[src/rtl/program_loader.sv]
// program_loader: length-prefixed byte-stream loader that fills CPU RAM and holds the CPU in reset until done
// Ports: i_clk, i_reset (sync, active-high), i_start, i_in_valid/i_in_data/o_in_ready byte channel,
//        o_mem_addr/o_mem_data/o_mem_we RAM write port, o_cpu_hold, o_busy, o_done, o_err status levels.
// Build option: LOADER_CHECKSUM_EN adds a trailing 8-bit checksum byte after the data bytes.
module program_loader #(
  parameter int ADDR_W = 8,
  parameter logic [ADDR_W-1:0] BASE_ADDR = '0,
  parameter int TIMEOUT = 1000
) (
  input  logic              i_clk,
  input  logic              i_reset,
  input  logic              i_start,
  input  logic              i_in_valid,
  input  logic [7:0]        i_in_data,
  output logic              o_in_ready,
  output logic [ADDR_W-1:0] o_mem_addr,
  output logic [7:0]        o_mem_data,
  output logic              o_mem_we,
  output logic              o_cpu_hold,
  output logic              o_busy,
  output logic              o_done,
  output logic              o_err
);
  localparam int IW = TIMEOUT > 1 ? $clog2(TIMEOUT + 1) : 1;
  localparam logic [IW-1:0] TO = IW'(TIMEOUT);
  typedef enum logic [2:0] {IDLE, LEN, DATA, SUM, DONE, ERR} state_t;
  state_t            r_state, w_next;
  logic [7:0]        r_left;
  logic [ADDR_W-1:0] r_ptr;
  logic [IW-1:0]     r_idle;
  logic              w_xfer, w_tmo;
`ifdef LOADER_CHECKSUM_EN
  logic [7:0]        r_sum;
`endif
  assign o_in_ready = r_state inside {LEN, DATA, SUM};
  assign w_xfer = i_in_valid && o_in_ready;
  // every state change into LEN/DATA/SUM comes from a transfer or an inactive state, so the idle count is already zero there
  assign w_tmo = TIMEOUT != 0 && o_in_ready && !w_xfer && r_idle + 1'b1 == TO;
  always_comb begin
    w_next = r_state;
    if (w_tmo) w_next = ERR;
    else
      case (r_state)
        IDLE, DONE, ERR: w_next = i_start ? LEN : r_state;
        LEN:             w_next = !w_xfer ? LEN : i_in_data == '0 ? ERR : DATA;
`ifdef LOADER_CHECKSUM_EN
        DATA:            w_next = w_xfer && r_left == 8'd1 ? SUM : DATA;
        SUM:             w_next = !w_xfer ? SUM : i_in_data == r_sum ? DONE : ERR;
`else
        DATA:            w_next = w_xfer && r_left == 8'd1 ? DONE : DATA;
`endif
        default:         w_next = IDLE;
      endcase
  end
  always_ff @(posedge i_clk) begin
    if (i_reset) begin
      r_state    <= IDLE;
      r_left     <= '0;
      r_ptr      <= BASE_ADDR;
      r_idle     <= '0;
      o_mem_we   <= 1'b0;
      o_mem_addr <= BASE_ADDR;
      o_mem_data <= '0;
      o_cpu_hold <= 1'b1;
      o_busy     <= 1'b0;
      o_done     <= 1'b0;
      o_err      <= 1'b0;
`ifdef LOADER_CHECKSUM_EN
      r_sum      <= '0;
`endif
    end else begin
      r_state    <= w_next;
      o_busy     <= w_next inside {LEN, DATA, SUM};
      o_done     <= w_next == DONE;
      o_err      <= w_next == ERR;
      o_cpu_hold <= w_next != DONE;
      r_idle     <= o_in_ready && !w_xfer ? r_idle + 1'b1 : '0;
      o_mem_we   <= r_state == DATA && w_xfer;
      if (r_state == LEN) begin
        r_left <= i_in_data;
        r_ptr  <= BASE_ADDR;
`ifdef LOADER_CHECKSUM_EN
        r_sum  <= '0;
`endif
      end
      if (r_state == DATA && w_xfer) begin
        o_mem_addr <= r_ptr;
        o_mem_data <= i_in_data;
        r_ptr      <= r_ptr + 1'b1;
        r_left     <= r_left - 1'b1;
`ifdef LOADER_CHECKSUM_EN
        r_sum      <= r_sum + i_in_data;
`endif
      end
    end
  end
endmodule

[config.mk]
export PLATFORM = sky130hd
export DESIGN_NAME = program_loader
export DESIGN_NICKNAME = d
export VERILOG_FILES = /design/src/rtl/program_loader.sv
export SDC_FILE = /design/constraint.sdc
export NUM_CORES = 1
export LEC_CHECK = 0
export CAP_MARGIN = 20
export CORE_MARGIN = 2
export CORE_UTILIZATION = 45
export CTS_BUF_LIST = sky130_fd_sc_hd__clkbuf_4
export DETAILED_ROUTE_END_ITERATION = 8
export PLACE_DENSITY = 0.77
export SLEW_MARGIN = 20
export SYNTH_ARGS = -nofsm -noshare
export SYNTH_HDL_FRONTEND = slang
export SYNTH_SLANG_ARGS = --single-unit
[constraint.sdc]
create_clock -name i_clk -period 1.5 [get_ports i_clk]
set_input_delay 0.3 -clock i_clk [delete_from_list [all_inputs] [get_ports i_clk]]
set_output_delay 0.3 -clock i_clk [all_outputs]
set_load 0.05 [all_outputs]
After elaboration in Yosys (flattened, before gate mapping)
Index checks and enable logic that the tools add are counted.
Operators by class
  bitwise logic cells: 1
  equality and inequality tests: 13
  mux-type cells: 10
  add/sub/neg operators: 3
  reduce and logical (&&, ||, !) cells: 13
Operators with widths (count)
  $mux 8: 4
  $mux 3: 5
  $eq 3x2->1 const B: 4
  $eq 3x3->1 const B: 4
  $add 10x1->10 const B: 1
  $eq 10x10->1 const B: 1
  $pmux 3 s3: 1
  $add 8x1->8 const B: 1
  $eq 8x1->1 const B: 1
  $logic_not 8->1: 1
  $sub 8x1->8 const B: 1
  $eq 3x1->1 const B: 2
  $reduce_bool 3->1: 2
  $logic_and 1x1->1: 5
  $logic_not 3->1: 1
  $ne 3x3->1 const B: 1
  $reduce_or 3->1: 1
  $reduce_bool 2->1: 1
  $reduce_or 2->1: 1
  $logic_not 1->1: 1
  $not 1->1: 1
Storage, ports and cells
  logic and storage cells: 51
  bits in registers: 50
  output and inout port bits: 22
  bits of input ports: 12

Longest topological paths before layout
  depth in word-level cells: 9
  gate-level depth with buffers: 7
  mapped depth without buffers: 6

Worst setup path after synthesis
No wires, ideal clock.
  kind: register to register
  start point: register r_state[1]
  end point: register o_cpu_hold
  arrival: 1.470 ns
  setup time: 0.127 ns
  cell stages (with the launch flop): 6
  slack: -0.097 ns
  cell sequence: dfxtp_1 > buf_4 > or3b_1 > nand4b_4 > and2_4 > or3_1
Between the ends
  word-level cells in the longest chain between the ends: 8
  elaborated cells between the ends (all ways): 19
  classes of those cells: 6 x eq/ne; 5 x mux; 8 x reduce/logical
Ends and longest elaborated chain
  start, declared: RTL line 27  | state_t r_state, w_next;
  start signal, assigned: RTL line 72  | r_state <= w_next;
  $eq 3x1->1 (tied with other cells): RTL line 35, 43
  $reduce_bool 3->1: RTL line 35  | assign o_in_ready = r_state inside {LEN, DATA, SUM};
  $logic_and 1x1->1: RTL line 36  | assign w_xfer = i_in_valid && o_in_ready;
  $logic_and 1x1->1 or $logic_not 1->1 (tied branches): RTL line 50, 38
  $mux 3 or $logic_and 1x1->1 (tied branches): RTL line 50, 38
  $pmux 3 s3 or $logic_and 1x1->1 (tied branches): RTL line 43, 38
  $mux 3 *: RTL line 41  | if (w_tmo) w_next = ERR;
  $ne 3x3->1 *: RTL line 76  | o_cpu_hold <= w_next != DONE;
  end signal, assigned: RTL line 64  | o_cpu_hold <= 1'b1;
  end signal, assigned: RTL line 76
  end, declared: RTL line 19  | output logic o_cpu_hold,
Every way passes the cells marked *; elsewhere a longest branch is shown, timed or not.
A chain may end at the register's enable or synchronous reset.

Worst setup path after layout
  start point: register r_state[2]
  end point: register o_cpu_hold
The elaborated chain is that of the path after synthesis.

==> run_results.csv <==
group,metric,value,unit
clock_tree,cts_tree,"done",
layout,drive_gt1_share,33.7,%
timing,setup_viol,8,
logic_synthesis,ys_async_sr_fraction,0,%
global_route,grt_use_total,20.8,%
clock_tree,root_buffer,"clkbuf_4",
floorplanning,row_count,25,
floorplanning,die_y,75.0,um
logic_synthesis,synth_nets,282,
floorplanning,pin_count,34,
timing,finalCritPeriodShare,111,%
drt,viasPerCell,5.52,
critical_path,critPathCaptureType,"register",
timing,setup_slack,-0.162,ns
global_route,grt_use_met1,25.1,%
clock_tree,holdBufCountCts,0,
global_route,grt_max_degree,25,
clock_tree,clockBufferDepth,2,
flow_run,drv_cap,0,
placed_design,place_area,3170,um2
power,clockPowerShare,25.5,%
timing,hold_viol,0,
logic_synthesis,synthDistinctLibCells,52,
timing,holdWs,0.502,ns
timing,fmax,0.602,GHz
drt,drt_iter0_markers,175,
power,netSwitchingPower,0.761,mW
timing,slew_headroom,74.8,%
power,power,2.56,mW
status,failed_checks,"negative setup slack",
layout,area.growth.synth_to_final,50.7,%
power,p_per_area,750,nW/um2
logic_synthesis,synth_seq_cells,50,
placed_design,gp_congestion,0.919,
power,combPwrFrac,19.8,%
critical_path,reg2reg_depth,5,
critical_path,cp-start-kind,"register",
floorplanning,start_util,47.4,%
critical_path,arrival,1.93,ns
critical_path,required,1.77,ns
logic_synthesis,synth-seq-area-share,44.1,%
timing,slew_viol_final,0,
global_route,gr-usage-met3,4.69,%
logic_synthesis,yosys.area.top_type,"dfxtp_1",
timing,rsz0062_at_grt,"true",
clock_tree,clock_latency,0.38,ns
clock_tree,htree_levels,2,
logic_synthesis,ys_warn_count,0,
logic_synthesis,synth_area,2270,um2
power,power.leakage,1.27,nW
drt,first_pass_iters,5,
power,sw_frac_of_total,29.7,%
placed_design,dp_hpwl,4010,um
floorplanning,core,4790,um2
timing,skew,0.0219,ns
placed_design,dp_cells,393,
global_route,grt_overflow,0,
drt,final_antenna_net_count,0,
critical_path,worstPathMaxFanout,6,
clock_tree,clock-sinks,50,
layout,utilization,71.5,%
timing,fin_setup_tns,-0.779,ns
layout,diodes,0,
placed_design,portBuffers,33,
layout,layout.cells.non_filler,408,
logic_synthesis,synth.area.top_cells,"dfxtp_1, nand2_1, a21oi_1",
timing,tightest_slew,0.372,ns
floorplanning,die_area,5630,um2
global_route,gr-max-usage-layer,"met2",
clock_tree,clk_pin_slew,0.17,ns
drt,wl_per_cell,15.0,um
global_route,grt_pass1_vias,2027,
global_route,grt_pass1_wl,9030,um
placed_design,pre_cts_slack,-0.608,ns
worst_hold_path,hold_depth,2,
worst_hold_path,holdCritPathClass,"register to register",
drt,vias,2252,
clock_tree,numCtsBuffers,5,
floorplanning,die_x,75.0,um
critical_path,rrSetupSlack,-0.16,ns
status,status,"complete, but fails checks",
logic_synthesis,synthCells,265,
logic_synthesis,dominantRegCellSynth,"dfxtp_1",
global_route,use_met2,37.0,%
global_route,antenna_found_initial,0,
power,internal_power,1.80,mW
layout,fin_nets,357,
layout,design_area,3420,um2
logic_synthesis,synth_top_area_share,44.1,%
power,ir_drop,515,uV
critical_path,crit_type,"register to register",
logic_synthesis,avgSynthCellArea,8.56,um2
timing,period_needed,1.66,ns
drt,drc,0,
power,sequentialPowerShare,54.8,%
drt,routed_wl,6120,um
logic_synthesis,synth_edf_count,0,
[cell usage in the layout, fill, tap and decap left out, types with 3 or more instances in the layout]
master,synthesis,layout
buf_4,1,43
nand2_1,42,41
dfxtp_1,50,41
nor2_1,29,28
a21oi_1,26,25
buf_12,0,22
clkdlybuf4s50_1,0,10
inv_1,8,7
buf_6,2,6
dfxtp_2,0,6
nand4_1,5,5
nand3_1,5,5
a31oi_1,6,5
clkbuf_4,0,5
o21ai_0,6,4
xor2_1,4,4
ha_1,5,4
nand3b_1,3,3
nor3_1,5,3
xnor2_1,5,3
nor4_1,3,3
dfxtp_4,0,3
[repair_timing]
| item | CTS | global route |
|---|---|---|
| pin swaps | 7 | 11 |
| gates resized for setup | 15 | 25 |
| setup endpoints to repair | 23 | 21 |
| setup buffers | 2 | 5 |
[logic make-up after synthesis]
kind of cell	after synthesis	synth area share, %
AND/OR/NAND/NOR	121	29.2
AO/OA/AOI/OAI	57	15.4
flip-flops	50	44.1
buffers and inverters	22	4.52
XOR/XNOR	9	3.47
adder cells (fa/ha/maj)	5	2.76
multiplexers	1	0.496
[layout make-up]
type / instances / area (um2)
Clock buffer: 5 / 37.5
Inverter: 8 / 30.0
Clock inverter: 3 / 25.0
Multi-Input combinational cell: 193 / 1280
Fill cell: 340 / 1370
Timing Repair Buffer: 82 / 940
Tap cell: 67 / 83.8
Sequential cell: 50 / 1020
[worst max-delay path, cell delays in order, from the launching register on]
cell and delay [ns]:
dfxtp_4 0.40, buf_4 0.16, nor4bb_1 0.31, a31oi_1 0.18, and2_4 0.17, or3_1 0.34
[path summary, 6_finish.rpt]
path,from,to
hold / removal,r_ptr[7],o_mem_addr[7]
hold reg to reg,r_ptr[7],o_mem_addr[7]
setup reg to reg,r_state[2],o_cpu_hold
setup / recovery,r_state[2],o_cpu_hold
[power by group through the flow]
stage                     Sequential (mW)  Clock [mW]  Combinational [mW]
final                                1.41       0.653               0.507
after global routing                 1.41       0.710               0.535
after CTS                            1.40       0.657               0.438
after detailed placement             1.43           0               0.427
after global placement               1.43           0               0.416
after floorplan                      1.45           0               0.191
[metal layers]
layer  part of all wire, %  wire length [um]  vias to the layer above
met5                     0                 0                        -
met4                   2.9               178                        0
met3                   5.9               360                       17
met2                    52              3160                       86
met1                    40              2420                     1059
li1                      -                 -                     1090
[cells in the mapped netlist, types with 5 or more instances]
cell type and instances:
dfxtp_1 50, nand2_1 42, nor2_1 29, a21oi_1 26
clkbuf_1 9, inv_1 8, a31oi_1 6, o21ai_0 6
ha_1 5, nand3_1 5, nand4_1 5, nor3_1 5
xnor2_1 5
[flip-flops by register name (all words and copies together), names as in the netlist]
signal,count
o_done,1
r_ptr,8
o_busy,1
o_cpu_hold,1
r_left,8
r_idle,10
o_err,1
o_mem_addr,8
o_mem_data,8
o_mem_we,1
r_state,3
Power figures use the tool's default switching activity.
